### config.mk
export PLATFORM = sky130hd
export DESIGN_NAME = ex_muldiv
export DESIGN_NICKNAME = d
export VERILOG_FILES = /design/src/rtl/ex_muldiv_pkg.sv /design/src/rtl/ex_muldiv_div_radix2.sv /design/src/rtl/ex_muldiv.sv
export SDC_FILE = /design/constraint.sdc
export NUM_CORES = 2
export LEC_CHECK = 0
export CAP_MARGIN = 20
export CORE_UTILIZATION = 45
export DETAILED_ROUTE_END_ITERATION = 10
export PLACE_DENSITY = 0.65
export SLEW_MARGIN = 20
export SYNTH_ARGS = -nofsm -noshare
export SYNTH_HDL_FRONTEND = slang
export SYNTH_SLANG_ARGS = --single-unit
### constraint.sdc
create_clock -name clk -period 20.5 [get_ports clk]
set_input_delay 4.1 -clock clk [delete_from_list [all_inputs] [get_ports clk]]
set_output_delay 4.1 -clock clk [all_outputs]
set_load 0.005 [all_outputs]
### src/rtl/ex_muldiv_pkg.sv
// ----------------------------------------------------------------------------
// ex_muldiv_pkg : shared bus types, ALU opcodes and helpers for the EX stage
// Revision      : 1.0
// ----------------------------------------------------------------------------
`default_nettype none

package ex_muldiv_pkg;

  typedef logic [31:0] RegBus;
  typedef logic [7:0]  AluOpBus;
  typedef logic [63:0] DoubleRegBus;

  localparam logic RstEnable = 1'b1;
  localparam logic Stop      = 1'b1;
  localparam logic NoStop    = 1'b0;

  localparam AluOpBus EXE_NOP_OP   = 8'b0000_0000;
  localparam AluOpBus EXE_MULT_OP  = 8'b0001_1000;
  localparam AluOpBus EXE_MULTU_OP = 8'b0001_1001;
  localparam AluOpBus EXE_MADD_OP  = 8'b1010_0110;
  localparam AluOpBus EXE_MADDU_OP = 8'b1010_1000;
  localparam AluOpBus EXE_MSUB_OP  = 8'b1010_1010;
  localparam AluOpBus EXE_MSUBU_OP = 8'b1010_1011;
  localparam AluOpBus EXE_DIV_OP   = 8'b0001_1010;
  localparam AluOpBus EXE_DIVU_OP  = 8'b0001_1011;

  function automatic RegBus abs_if(input logic take_abs, input RegBus v);
    return (take_abs && v[31]) ? (~v + 32'd1) : v;
  endfunction

endpackage

`default_nettype wire

### src/rtl/ex_muldiv_div_radix2.sv
// ----------------------------------------------------------------------------
// div_radix2 : unsigned 32-step radix-2 restoring divider core
// Revision   : 1.0
// ----------------------------------------------------------------------------
`default_nettype none

module div_radix2
  import ex_muldiv_pkg::*;
(
  input  logic  clk,
  input  logic  rst,
  input  logic  start_i,
  input  logic  annul_i,
  input  RegBus dividend_i,
  input  RegBus divisor_i,
  output logic  last_o,
  output RegBus quot_o,
  output RegBus rem_o
);

  // sr_q holds the partial remainder pre-shifted by one bit while running,
  // and the plain {remainder, quotient} pair once the final step lands.
  logic [64:0] sr_q, sr_d;
  RegBus       dvs_q, dvs_d;
  logic [4:0]  cnt_q, cnt_d;
  logic        run_q, run_d;

  logic        w_ge;
  logic [32:0] w_rem;

  assign w_ge  = (sr_q[64:32] >= {1'b0, dvs_q});
  assign w_rem = w_ge ? (sr_q[64:32] - {1'b0, dvs_q}) : sr_q[64:32];

  always_comb begin
    sr_d  = sr_q;
    dvs_d = dvs_q;
    cnt_d = cnt_q;
    run_d = run_q;
    if (annul_i) begin
      run_d = 1'b0;
      cnt_d = 5'd0;
    end else if (start_i) begin
      dvs_d = divisor_i;
      cnt_d = 5'd0;
      run_d = (divisor_i != 32'd0);
      sr_d  = (divisor_i == 32'd0) ? 65'd0 : {32'd0, dividend_i, 1'b0};
    end else if (run_q) begin
      cnt_d = cnt_q + 5'd1;
      if (cnt_q == 5'd31) begin
        run_d = 1'b0;
        sr_d  = {w_rem, sr_q[31:1], w_ge};
      end else begin
        sr_d  = {w_rem[31:0], sr_q[31:1], w_ge, 1'b0};
      end
    end
  end

  always_ff @(posedge clk) begin
    if (rst) begin
      sr_q  <= '0;
      dvs_q <= '0;
      cnt_q <= '0;
      run_q <= 1'b0;
    end else begin
      sr_q  <= sr_d;
      dvs_q <= dvs_d;
      cnt_q <= cnt_d;
      run_q <= run_d;
    end
  end

  assign last_o = run_q && !annul_i && (cnt_q == 5'd31);
  assign quot_o = sr_q[31:0];
  assign rem_o  = sr_q[63:32];

endmodule

`default_nettype wire

### src/rtl/ex_muldiv.sv
// ----------------------------------------------------------------------------
// ex_muldiv : EX-stage multiply / multiply-accumulate / divide unit
// Revision  : 1.0
// ----------------------------------------------------------------------------
`default_nettype none

module ex_muldiv
  import ex_muldiv_pkg::*;
(
  input  logic    clk,
  input  logic    rst,
  input  AluOpBus aluop_i,
  input  RegBus   reg1_i,
  input  RegBus   reg2_i,
  input  RegBus   hi_i,
  input  RegBus   lo_i,
  input  logic    annul_i,
  output logic    stallreq_o,
  output logic    whilo_o,
  output RegBus   hi_o,
  output RegBus   lo_o
);

  typedef enum logic [1:0] {
    S_IDLE     = 2'd0,
    S_MACC     = 2'd1,
    S_DIV_RUN  = 2'd2,
    S_DIV_DONE = 2'd3
  } state_e;

  state_e      state_q, state_d;
  DoubleRegBus prod_q, prod_d;
  logic        msub_q, msub_d;
  logic        qneg_q, qneg_d;
  logic        rneg_q, rneg_d;

  logic        w_is_mul, w_is_macc, w_is_sub, w_is_div;
  logic        w_mul_signed, w_div_signed;
  DoubleRegBus w_opa, w_opb, w_product, w_acc;
  RegBus       w_dvd, w_dvs, w_quot, w_rem;
  logic        w_div_start, w_div_last;

  assign w_is_mul     = (aluop_i == EXE_MULT_OP) || (aluop_i == EXE_MULTU_OP);
  assign w_is_sub     = (aluop_i == EXE_MSUB_OP) || (aluop_i == EXE_MSUBU_OP);
  assign w_is_macc    = w_is_sub || (aluop_i == EXE_MADD_OP) || (aluop_i == EXE_MADDU_OP);
  assign w_is_div     = (aluop_i == EXE_DIV_OP) || (aluop_i == EXE_DIVU_OP);
  assign w_div_signed = (aluop_i == EXE_DIV_OP);
  assign w_mul_signed = (aluop_i == EXE_MULT_OP) || (aluop_i == EXE_MADD_OP) ||
                        (aluop_i == EXE_MSUB_OP);

  // Sign-extending to 64 bits lets one multiplier serve both signednesses.
  assign w_opa     = {{32{w_mul_signed & reg1_i[31]}}, reg1_i};
  assign w_opb     = {{32{w_mul_signed & reg2_i[31]}}, reg2_i};
  assign w_product = w_opa * w_opb;
  assign w_acc     = {hi_i, lo_i};

  assign w_dvd = abs_if(w_div_signed, reg1_i);
  assign w_dvs = abs_if(w_div_signed, reg2_i);

  div_radix2 u_div (
    .clk        (clk),
    .rst        (rst),
    .start_i    (w_div_start),
    .annul_i    (annul_i),
    .dividend_i (w_dvd),
    .divisor_i  (w_dvs),
    .last_o     (w_div_last),
    .quot_o     (w_quot),
    .rem_o      (w_rem)
  );

  always_comb begin
    state_d     = state_q;
    prod_d      = prod_q;
    msub_d      = msub_q;
    qneg_d      = qneg_q;
    rneg_d      = rneg_q;
    w_div_start = 1'b0;
    stallreq_o  = NoStop;
    whilo_o     = 1'b0;
    {hi_o, lo_o} = 64'd0;

    case (state_q)
      S_IDLE: begin
        if (w_is_mul) begin
          whilo_o      = 1'b1;
          {hi_o, lo_o} = w_product;
        end else if (w_is_macc) begin
          stallreq_o = Stop;
          prod_d     = w_product;
          msub_d     = w_is_sub;
          state_d    = S_MACC;
        end else if (w_is_div) begin
          stallreq_o  = Stop;
          w_div_start = 1'b1;
          qneg_d      = w_div_signed & (reg1_i[31] ^ reg2_i[31]);
          rneg_d      = w_div_signed & reg1_i[31];
          state_d     = (reg2_i == 32'd0) ? S_DIV_DONE : S_DIV_RUN;
        end
      end
      S_MACC: begin
        whilo_o      = 1'b1;
        {hi_o, lo_o} = msub_q ? (w_acc - prod_q) : (w_acc + prod_q);
        state_d      = S_IDLE;
      end
      S_DIV_RUN: begin
        stallreq_o = Stop;
        if (w_div_last) state_d = S_DIV_DONE;
      end
      S_DIV_DONE: begin
        whilo_o = 1'b1;
        lo_o    = qneg_q ? (~w_quot + 32'd1) : w_quot;
        hi_o    = rneg_q ? (~w_rem + 32'd1) : w_rem;
        state_d = S_IDLE;
      end
      default: state_d = S_IDLE;
    endcase

    if (annul_i || rst == RstEnable) begin
      stallreq_o   = NoStop;
      whilo_o      = 1'b0;
      {hi_o, lo_o} = 64'd0;
      w_div_start  = 1'b0;
      state_d      = S_IDLE;
    end
  end

  always_ff @(posedge clk) begin
    if (rst == RstEnable) begin
      state_q <= S_IDLE;
      prod_q  <= '0;
      msub_q  <= 1'b0;
      qneg_q  <= 1'b0;
      rneg_q  <= 1'b0;
    end else begin
      state_q <= state_d;
      prod_q  <= prod_d;
      msub_q  <= msub_d;
      qneg_q  <= qneg_d;
      rneg_q  <= rneg_d;
    end
  end

endmodule

`default_nettype wire
==> out/metrics.yaml <==
routed_via_density: 5.721
startpoint_type: "primary input"
crit_path_frequent_cell: "fa_1"
wl_um: 193200
portBuffers: 204
clk_latency_ns: 0.46
ys_seq_area_frac: 0.06203
netlist-cell-type-count: 85
crit_slowest_cell: "nor3_1"
worst_pin_slew_ns: 1.134
setup_tns_ns: 0
root_buffer: "clkbuf_16"
hold_violations: 0
timing.final.ws_setup_ns: 0.7739
post_cts_resize_count: 0
cp_max_fo: 30
synth_cells: 6704
syn_avg_cell_area_um2: 8.281
track_usage: 0.3129
cts_made_buffers: 17
rsz0062_at_grt: "no"
synthArstFlopShare: 0
post-cts-setup-buffers: 0
min_path_type: "register to register"
endpoint_kind: "output pin"
die_area_mm2: 0.1248
status: "finished clean"
grt_pass1_wl_um: 298400
die_x_um: 353.2
yosysMostFrequentCell: "inv_1"
yosys-top-cells-area: "fa_1 41%, inv_1 8.1%, nand2_1 7.1%, ha_1 7.1%, dfxtp_1 6.2%"
io_pins: 205
drt-wirelength-per-cell_um: 23.39
gr-total-overflow: 0
critPathBufInv: 8
synth-edff-count: 0
setup_violations: 0
ys_seq_elements: 172
grt_max_degree: 72
fmax_mhz: 50.69
num-nets-final: 8199
clk_pin_slew_ns: 0.07
timing.final.crit_share: 0.9622
antenna_left: 0
maxSlewViolCount: 0
yosys.area.top_type: "fa_1"
cp.arrival_ns: 15.63
num_rows: 128
slew_headroom: 0.2389
max_stage_delay_ns: 0.66
cp_top_family: "adder cells"
htreeDepth: 4
placed_cell_area_mm2: 0.05877
clock_path_buffers: 2
syn_nets: 8286
synth_top_area_frac: 0.4064
stdcell_area_mm2: 0.05940
gp_congestion: 0.9791
synth_commonest_cells: "1202 x inv_1, 1127 x fa_1, 1054 x nand2_1, 350 x clkbuf_1, 329 x and2_1"
drive_above_1_share: 0.03424
coreArea_mm2: 0.1220
vias: 47248
fin_crit_ns: 19.73
cts_hold_buffers: 0
post-place-ws_ns: 1.008
fin_skew_ns: 0.01290
synthToLayoutAreaGrowth_pct: 7.005
fill_cells: 11781
yosys_warnings: 0
dp.final_hpwl_um: 156400
grt_pass1_vias: 48700
syn_area_mm2: 0.05551
path_class: "primary input to output pin"
drt_pass1_iterations: 7
cts_tree: "done"
drtIter0Drc: 4676
start_util: 0.4549
cap_violations: 0
cts.sinks: 172
drc: 0
die_height_um: 353.2
ys.flop_type: "dfxtp_1"
antenna_found_initial: 13
hold_ws_ns: 0.4583
critPathRequiredTime_ns: 16.40
-- registers in the layout, indices dropped and copies added, names as in the netlist, 2 cells and up --
signal / flops
u_div.cnt_q: 5
state_q: 2
u_div.sr_q: 65
u_div.dvs_q: 32
prod_q: 64
-- kinds of logic after synthesis --
logic type | share of synthesized area
mux | 0.004688
fa+ha+maj | 0.4776
xor+xnor | 0.05364
simple gates | 0.1766
flops | 0.06203
compound gates | 0.1155
buf+inv | 0.1099
-- layout by cell type, fill, tap and decap left out, types with 70 or more instances in the layout --
cell type | synthesis | final
xnor2_1 | 248 | 248
a21o_1 | 92 | 92
fa_1 | 1127 | 1126
inv_1 | 1202 | 1202
nor3_1 | 71 | 70
and2_1 | 329 | 329
ha_1 | 316 | 316
buf_4 | 1 | 105
dfxtp_1 | 172 | 170
nor2_1 | 305 | 301
nand2_1 | 1054 | 1054
a21oi_1 | 311 | 310
o21ai_0 | 190 | 189
clkdlybuf4s50_1 | 0 | 184
xor2_1 | 92 | 92
-- tightest hold or removal path, stage by stage (launching register included) --
cell and delay (ns):
dfxtp_1 0.31, nand2_1 0.05, a21oi_1 0.05
-- metal layers --
layer,global-route usage,up-vias,routed length [um]
met4,0.1278,8,9116
met5,0,-,55
met2,0.5029,2111,88450
met3,0.04842,340,16250
li1,-,20718,-
met1,0.4213,24071,79300
-- area by class of cell --
| cell class | count | area, um2 | area share |
|---|---|---|---|
| Tap cell | 1625 | 2033 | 0.03423 |
| Multi-Input combinational cell | 4912 | 46020 | 0.7748 |
| Clock buffer | 20 | 466.7 | 0.007857 |
| Timing Repair Buffer | 310 | 2765 | 0.04655 |
| Inverter | 1204 | 4519 | 0.07608 |
| Sequential cell | 172 | 3446 | 0.05801 |
| Antenna cell | 4 | 10.01 | 0.0001685 |
| Clock inverter | 12 | 137.6 | 0.002317 |
-- path summary, 6_finish.rpt --
check,startpoint,end,slack (ns),depth (start not counted)
worst max-delay path,aluop_i[5],hi_o[19],0.77,34
worst min-delay path,qneg_q,qneg_q,0.46,2
worst min register to register,qneg_q,qneg_q,0.46,2
worst max register to register,u_div.dvs_q[3],u_div.sr_q[46],15.49,14
-- per-stage QoR --
step           cells  utilization
2_1_floorplan   6704            -
3_3_place_gp    8222       0.4816
3_5_place_dp    8222       0.4816
4_1_cts         8254       0.4865
5_1_grt         8257       0.4867
6_report        8259       0.4868
Power is not shown: default switching activity piles up to over one toggle a cycle in this logic, so the estimate is an artifact.
